===== src/rtl/fetch_ctrl.sv =====
// -----------------------------------------------------------------------------
// fetch_ctrl -- instruction fetch controller with a single instruction register
//
// The controller fetches one word from instruction memory, holds it in the
// output register until decode consumes it, and then fetches the next word.
// A fetch address that is misaligned or outside the instruction memory is
// never sent to memory. Instead it becomes a faulted entry with out_exc=1.
// When decode consumes a faulted entry the controller halts until the next
// redirect arrives.
//
// Ports
//   clk, reset            clock, synchronous active-high reset
//   stall                 decode cannot accept the held entry
//   redirect_valid/_pc    one-cycle branch/jump redirect request
//   imem_req/_addr        memory request, held stable until imem_ack
//   imem_ack/_rdata       memory response (may arrive in the request cycle)
//   out_valid/_pc/_instr  held entry presented to decode
//   out_exc               held entry is an address fault (out_instr = 0)
//   fetch_cnt             number of entries consumed by decode (wraps)
// -----------------------------------------------------------------------------
module fetch_ctrl #(
   parameter logic [31:0] RESET_PC   = 32'h0000_3000,
   parameter int          IMEM_WORDS = 4096
) (
   input  logic        clk,
   input  logic        reset,
   input  logic        stall,
   input  logic        redirect_valid,
   input  logic [31:0] redirect_pc,
   output logic        imem_req,
   output logic [31:0] imem_addr,
   input  logic        imem_ack,
   input  logic [31:0] imem_rdata,
   output logic        out_valid,
   output logic [31:0] out_pc,
   output logic [31:0] out_instr,
   output logic        out_exc,
   output logic [31:0] fetch_cnt
);

   localparam logic [1:0] ST_FETCH = 2'd0;
   localparam logic [1:0] ST_DRAIN = 2'd1;
   localparam logic [1:0] ST_HOLD  = 2'd2;
   localparam logic [1:0] ST_HALT  = 2'd3;

   // Last legal word address. The sum is formed in 33 bits so that a memory
   // ending exactly at 2^32 does not wrap the bound to a small value.
   localparam logic [32:0] PC_FIRST = {1'b0, RESET_PC};
   localparam logic [32:0] PC_LAST  = PC_FIRST + (33'(IMEM_WORDS) * 33'd4) - 33'd4;

   logic [1:0]  state_reg,      state_next;
   logic [31:0] fetch_pc_reg,   fetch_pc_next;
   logic [31:0] drain_addr_reg, drain_addr_next;
   logic [31:0] out_pc_reg,     out_pc_next;
   logic [31:0] out_instr_reg,  out_instr_next;
   logic        out_exc_reg,    out_exc_next;
   logic [31:0] fetch_cnt_reg,  fetch_cnt_next;

   logic pc_legal;
   logic consume;

   assign pc_legal = (fetch_pc_reg[1:0] == 2'b00) &&
                     ({1'b0, fetch_pc_reg} >= PC_FIRST) &&
                     ({1'b0, fetch_pc_reg} <= PC_LAST);

   // The held entry is deliverable only in HOLD. A redirect clears it by
   // leaving HOLD, so the out_* registers keep their last contents.
   assign out_valid = (state_reg == ST_HOLD);
   assign consume   = out_valid & ~stall & ~redirect_valid;

   // DRAIN keeps presenting the abandoned address until its ack arrives.
   // The new target waits in fetch_pc_reg meanwhile.
   assign imem_req  = ~reset & (((state_reg == ST_FETCH) & pc_legal) | (state_reg == ST_DRAIN));
   assign imem_addr = (state_reg == ST_DRAIN) ? drain_addr_reg : fetch_pc_reg;

   assign out_pc    = out_pc_reg;
   assign out_instr = out_instr_reg;
   assign out_exc   = out_exc_reg;
   assign fetch_cnt = fetch_cnt_reg;

   always_comb begin
      state_next      = state_reg;
      fetch_pc_next   = fetch_pc_reg;
      drain_addr_next = drain_addr_reg;
      out_pc_next     = out_pc_reg;
      out_instr_next  = out_instr_reg;
      out_exc_next    = out_exc_reg;
      fetch_cnt_next  = fetch_cnt_reg;

      case (state_reg)
         ST_FETCH: begin
            if (pc_legal) begin
               if (redirect_valid) begin
                  fetch_pc_next = redirect_pc;
                  if (!imem_ack) begin
                     // The request is still in flight, so its ack must be absorbed.
                     drain_addr_next = fetch_pc_reg;
                     state_next      = ST_DRAIN;
                  end
               end else if (imem_ack) begin
                  out_pc_next    = fetch_pc_reg;
                  out_instr_next = imem_rdata;
                  out_exc_next   = 1'b0;
                  fetch_pc_next  = fetch_pc_reg + 32'd4;
                  state_next     = ST_HOLD;
               end
            end else begin
               if (redirect_valid) begin
                  fetch_pc_next = redirect_pc;
               end else begin
                  // fetch_pc stays on the faulting address.
                  out_pc_next    = fetch_pc_reg;
                  out_instr_next = 32'd0;
                  out_exc_next   = 1'b1;
                  state_next     = ST_HOLD;
               end
            end
         end
         ST_DRAIN: begin
            if (redirect_valid) begin
               fetch_pc_next = redirect_pc;
            end
            if (imem_ack) begin
               state_next = ST_FETCH;
            end
         end
         ST_HOLD: begin
            if (redirect_valid) begin
               fetch_pc_next = redirect_pc;
               state_next    = ST_FETCH;
            end else if (consume) begin
               fetch_cnt_next = fetch_cnt_reg + 32'd1;
               state_next     = out_exc_reg ? ST_HALT : ST_FETCH;
            end
         end
         default: begin // ST_HALT
            if (redirect_valid) begin
               fetch_pc_next = redirect_pc;
               state_next    = ST_FETCH;
            end
         end
      endcase
   end

   always_ff @(posedge clk) begin
      if (reset) begin
         state_reg      <= ST_FETCH;
         fetch_pc_reg   <= RESET_PC;
         drain_addr_reg <= 32'd0;
         out_pc_reg     <= 32'd0;
         out_instr_reg  <= 32'd0;
         out_exc_reg    <= 1'b0;
         fetch_cnt_reg  <= 32'd0;
      end else begin
         state_reg      <= state_next;
         fetch_pc_reg   <= fetch_pc_next;
         drain_addr_reg <= drain_addr_next;
         out_pc_reg     <= out_pc_next;
         out_instr_reg  <= out_instr_next;
         out_exc_reg    <= out_exc_next;
         fetch_cnt_reg  <= fetch_cnt_next;
      end
   end

endmodule

===== config.mk =====
export PLATFORM = sky130hd
export DESIGN_NAME = fetch_ctrl
export DESIGN_NICKNAME = d
export VERILOG_FILES = /design/src/rtl/fetch_ctrl.sv
export SDC_FILE = /design/constraint.sdc
export NUM_CORES = 1
export LEC_CHECK = 0
export ABC_AREA = 0
export CORE_MARGIN = 5
export CORE_UTILIZATION = 43
export CTS_BUF_LIST = sky130_fd_sc_hd__clkbuf_16
export DETAILED_ROUTE_END_ITERATION = 12
export PLACE_DENSITY = 0.78
export SKIP_CTS_REPAIR_TIMING = 1
export SLEW_MARGIN = 20
export SYNTH_ARGS = -nofsm -noshare
export SYNTH_HDL_FRONTEND = slang
export SYNTH_SLANG_ARGS = --single-unit

===== constraint.sdc =====
create_clock -name clk -period 2 [get_ports clk]
set_input_delay 0.3 -clock clk [delete_from_list [all_inputs] [get_ports clk]]
set_output_delay 0.3 -clock clk [all_outputs]
set_load 0.05 [all_outputs]

# After elaboration in Yosys (flattened, before gate mapping)
# Cells that the tools add are included.
[totals]
regBits = 163
latch_bits = 0
ramBits = 0
rom_bits = 0
output_inout_bits = 131
n_memories = 0
[classes]
addsub = 2
multipliers = 0
div = 0
magnitude_cmp = 2
eq_ne = 8
n_shift = 0
n_mux = 29
n_bitwise = 9
n_reduce_logical = 9
[ops]
columns = ["op", "count"]
rows = [
  ["$mux W32", 14],
  ["$add A32 B1 Y32 const B", 1],
  ["$add A32 B3 Y32 const B", 1],
  ["$ge A32 B14 Y1 const B", 1],
  ["$le A32 B15 Y1 const B", 1],
  ["$mux W2", 10],
  ["$ne A3 B3 Y1 const B", 2],
  ["$pmux W2 S3", 1],
  ["$reduce_and A3 Y1", 2],
  ["$reduce_and A6 Y1", 1],
  ["$and A1 B1 Y1", 4],
  ["$logic_not A2 Y1", 2],
  ["$mux W1", 4],
  ["$ne A2 B2 Y1 const B", 2],
  ["$ne A4 B4 Y1 const B", 1],
  ["$not A1 Y1", 4],
  ["$reduce_and A4 Y1", 1],
  ["$reduce_bool A4 Y1", 1],
  ["$ne A3 B2 Y1 const B", 1],
  ["$eq A2 B1 Y1 const B", 1],
  ["$eq A2 B2 Y1 const B", 1],
  ["$logic_and A1 B1 Y1", 2],
  ["$or A1 B1 Y1", 1],
]

# Depth between registers and ports, before layout
# Gate-level depths: netlist of run 1.
[depth]
word_depth = 6
ltp_mapped = 8

# Least setup slack after synthesis of run 1
# No wires, ideal clock.
[synth_path]
path_kind = "register to output"
startpoint = "register fetch_pc_reg[0]"
endpoint = "output port imem_req"
t_arrival_ns = 1.990
t_required_ns = 1.700
setup_slack_ns = -0.290
stages_incl_launch_ff = 5
n_path_buf = 0
cell_sequence = "dfxtp_1 nor4_4 nand4_1 or2_4 a21oi_1"
[synth_between]
elab_chain_len = 6
word_cells_on_any_way = 8
cone_classes = "order compare: 2; bitwise: 3; reduce/logical: 3"
[synth_lines]
columns = ["element", "line", "source"]
rows = [
  ["start, declared", "52", "logic [31:0] fetch_pc_reg, fetch_pc_next;"],
  ["start signal, assigned", "156", "fetch_pc_reg <= fetch_pc_next;"],
  ["$ge A32 B14 Y1 / $logic_not A2 Y1 (equally long branches)", "63, 62", ""],
  ["$logic_and A1 B1 Y1", "62", "assign pc_legal = (fetch_pc_reg[1:0] == 2'b00) &&"],
  ["$logic_and A1 B1 Y1 *", "63", "({1'b0, fetch_pc_reg} >= PC_FIRST) &&"],
  ["$and A1 B1 Y1 *", "73", "assign imem_req = ~reset & (((state_reg == ST_FETCH) & pc_legal) | (state_reg == ST_DRAIN));"],
  ["$or A1 B1 Y1 *", "73", ""],
  ["$and A1 B1 Y1 *", "73", ""],
  ["end, declared", "30", "output logic imem_req,"],
]
# Every way passes the cells marked *; elsewhere a longest branch is shown, timed or not.

# Worst setup path after layout of run 1
[layout_path]
startpoint = "register fetch_pc_reg[27]"
endpoint = "output port imem_req"
[layout_between]
elab_chain_len = 6
word_cells_on_any_way = 7
cone_classes = "order compare: 2; bitwise: 3; reduce/logical: 2"
[layout_lines]
columns = ["element", "line"]
rows = [
  ["$ge A32 B14 Y1", "63"],
  ["$logic_and A1 B1 Y1", "62"],
  ["$logic_and A1 B1 Y1 *", "63"],
  ["$and A1 B1 Y1 *", "73"],
  ["$or A1 B1 Y1 *", "73"],
  ["$and A1 B1 Y1 *", "73"],
]
# Marked as above.

==> impl_metrics.ini, run 1 <==
[outcome]
outcome = finished, violations left
violations = setup timing

[worst_setup_path]
r2r_end = fetch_pc_reg[6]
cp-endpoint = imem_req
slowest_delay_ns = 0.40
required_ns = 1.70
critical_path_class = flop to output pin
crit_path_top_delay_cell = nor4_4
critPathArrivalTime_ns = 2.09
ff2ff_path_depth = 7
path_depth = 6
reg2reg_slack_ns = -0.29
crit_fanout = 5
cpLargestDelayFamily = simple AND/OR/NAND/NOR gates
worstSetupStartpointType = flop
cp_cell_sequence = nor4_4 -> buf_4 -> nand4_1 -> or2_4 -> a21oi_4 -> buf_12
cp-startpoint = fetch_pc_reg[27]
reg2reg_from = fetch_pc_reg[27]
crit_buf_inv = 2
setup.worst_path.end_class = output pin

[clock_network]
insertion_delay_ns = 0.42
clk_path_buf_depth = 2
clk_root_buffer_cell = clkbuf_16
cts_max_level = 4
clk_pin_slew_ns = 0.06
cts.sinks = 163
cts_tree = done
cts_buffers = 17

[place]
placedCellCount = 1180
hpwl_um = 14500
portBuffers = 199
place.gp.congestion = 0.904
placed_area_um2 = 9920

[final_layout]
drive_gt1_frac = 0.284
area_growth_pct = 62.7
nets = 1071
num_antenna_cells = 0
final_area_um2 = 11300
fillers = 1103
stdcell_count = 1228
final_core_util = 0.712

[timing]
finClkSkew_ns = 0.0114
relSlewSlack = 0.541
hold_ws_ns = 0.291
rsz0062_at_grt = true
max_freq_mhz = 419
fin_crit_sh = 1.19
drv_slew = 0
worst_slack_ns = -0.386
worst_pin_slew_ns = 0.688
finalHoldViolations = 0
setup_violations = 73
period_minus_slack_ns = 2.39

[synthesis]
ys.flop_type = dfxtp_1
synthDistinctLibCells = 64
syn_area_um2 = 6930
synth_top_area_cell = dfxtp_1
synth_area_leaders = dfxtp_1 47%, mux2_2 6.3%, nand2_1 5.1%
synth_top_area_frac = 0.471
synth_fp_nets = 818
ys_async_sr_fraction = 0
ys_warn_count = 0
synth-edff-count = 0
synth_seq_cells = 163
seq_area_frac_synth = 0.471
syn_inst = 746
syn_area_per_cell_um2 = 9.29

[floorplan]
core_um2 = 15800
chipHeight_um = 137
rows = 46
die_area_um2 = 18800
die_x_um = 137
initial_core_util = 0.438
pin_count = 200

[global_route]
grt_use_total = 0.211
gr-max-usage-layer = met2
grt_use_met1 = 0.263
grt_pass1_vias = 6161
grt_max_degree = 55
grtUsageMet3 = 0.0824
grt_pass1_wl_um = 31500
grt_overflow_total = 0
met2_usage = 0.336
antenna_found_initial = 0

[drt]
drcViolationCount = 0
vias_per_cell = 5.44
avgRoutedWirePerCell_um = 19.0
wl_um = 23400
num_vias = 6683
drtPass1Iterations = 5
drt_iter0_markers = 438
ant_nets = 0

[power_and_ir_drop]
ir_worst_vdd_mv = 0.605
power_leakage_nw = 4.76
p_per_area_nw_per_um2 = 728

[job]
cap_violations = 0

[min_path]
worstHoldPathType = input pin to flop
[worst reg2reg max path: stages, from the launching register on]
cell,delay (ns)
dfxtp_2,0.35
nor4_4,0.40
buf_4,0.20
nand4_1,0.09
or2_4,0.30
buf_4,0.15
or4_1,0.46
a311oi_1,0.25
[area by class of cell]
class                           count  area (um2)  share of cell area
Multi-Input combinational cell    522        3840               0.340
Inverter                           10        37.5             0.00333
Timing Repair Buffer              285        3230               0.286
Clock inverter                     15         179              0.0159
Tap cell                          216         270              0.0240
Sequential cell                   163        3300               0.293
Clock buffer                       17         425              0.0377
[power by group]
group / total, W / internal (W) / leakage [nW] / switching (W)
clock: 0.00336 / 0.00198 / 0.298 / 0.00138
sequential: 0.00340 / 0.00331 / 1.33 / 0.0000839
combinational: 0.00146 / 0.000673 / 3.13 / 0.000783
[cell usage in the layout, fill, tap and decap left out, types with 6 or more instances in the layout]
cell,count
dfxtp_1,146
clkdlybuf4s50_1,144
nor2_1,83
nand2_1,72
buf_4,72
buf_12,41
mux2i_1,35
a22o_1,32
mux2_4,31
a21oi_1,27
clkbuf_16,24
and2_1,21
a21oi_2,20
nand2_4,19
nand4_1,16
dlymetal6s2s_1,15
nand3_1,13
nor3_1,13
dfxtp_2,11
nor2b_1,10
and3_1,10
inv_1,9
xnor2_1,9
mux2_2,8
o21ai_0,8
xor2_1,8
dfxtp_4,6
[cells in the mapped netlist, types with 2 or more instances]
cell and number:
a311o_1 2, a41oi_1 2, ha_1 3, dfxtp_1 163, inv_1 9, o21ai_1 3, and2_1 21, buf_4 3
nor3_1 15, a31o_2 3, o21ai_0 8, nor3_2 2, xor2_1 8, nand2_1 95, xnor2_1 9, mux2i_1 35
or3_1 5, nor2_1 84, a22o_1 32, nand3_1 14, mux2_2 39, a211oi_1 5, and4_1 5, buf_2 11
o31ai_1 2, nor4_4 5, nand2b_1 4, nor2b_1 10, clkbuf_1 35, a21oi_1 48, or4_1 5, o211ai_1 2
nand4_1 16, nor4_1 3, and3_1 11
[metal layers]
layer | share of wire | up-vias | wire length (um)
met5 | 0 | - | 0
met4 | 0.025 | 0 | 596
met3 | 0.11 | 55 | 2570
met2 | 0.47 | 307 | 11000
met1 | 0.40 | 3187 | 9250
li1 | - | 3134 | -
[metrics by stage]
stage	setup TNS [ns]	worst slack (ns)	power [W]
4_1_cts	-9.47	-0.418	0.00808
2_1_floorplan	-1.28	-0.0638	0.00409
3_3_place_gp	-4.17	-0.136	0.00472
5_1_grt	-12.08	-0.468	0.00849
3_5_place_dp	-7.33	-0.211	0.00473
6_report	-5.15	-0.386	0.00821
[worst min path at each step]
stage                       startpoint            endpoint  cells after the start
global placement    drain_addr_reg[23]  drain_addr_reg[23]                      1
finish                           reset   drain_addr_reg[7]                      2
floorplan               imem_rdata[10]       out_instr[10]                      1
global route                     reset  drain_addr_reg[11]                      2
detailed placement  drain_addr_reg[22]  drain_addr_reg[22]                      1
CTS                              reset  drain_addr_reg[10]                      2
[kinds of logic (layout without fill, tap and decap cells)]
kind of cell / Yosys count / count (layout) / synth area share
simple gates: 304 / 304 / 0.225
buf+inv: 61 / 327 / 0.0377
xor+xnor: 17 / 17 / 0.0215
flops: 163 / 163 / 0.471
fa+ha+maj: 3 / 3 / 0.00542
mux: 74 / 74 / 0.114
compound gates: 124 / 124 / 0.125
Note: power is estimated with default switching activity, not from simulation.
==> inputs of run 2 (changes only) <==
--- a/config.mk
+++ b/config.mk
@@ -6,6 +6,7 @@
 export NUM_CORES = 1
 export LEC_CHECK = 0
 export ABC_AREA = 0
+export CAP_MARGIN = 20
 export CORE_MARGIN = 5
 export CORE_UTILIZATION = 43
 export CTS_BUF_LIST = sky130_fd_sc_hd__clkbuf_16
==> results of run 2 <==
Same layout as run 1: the final DEF is identical, and so are final timing and power.
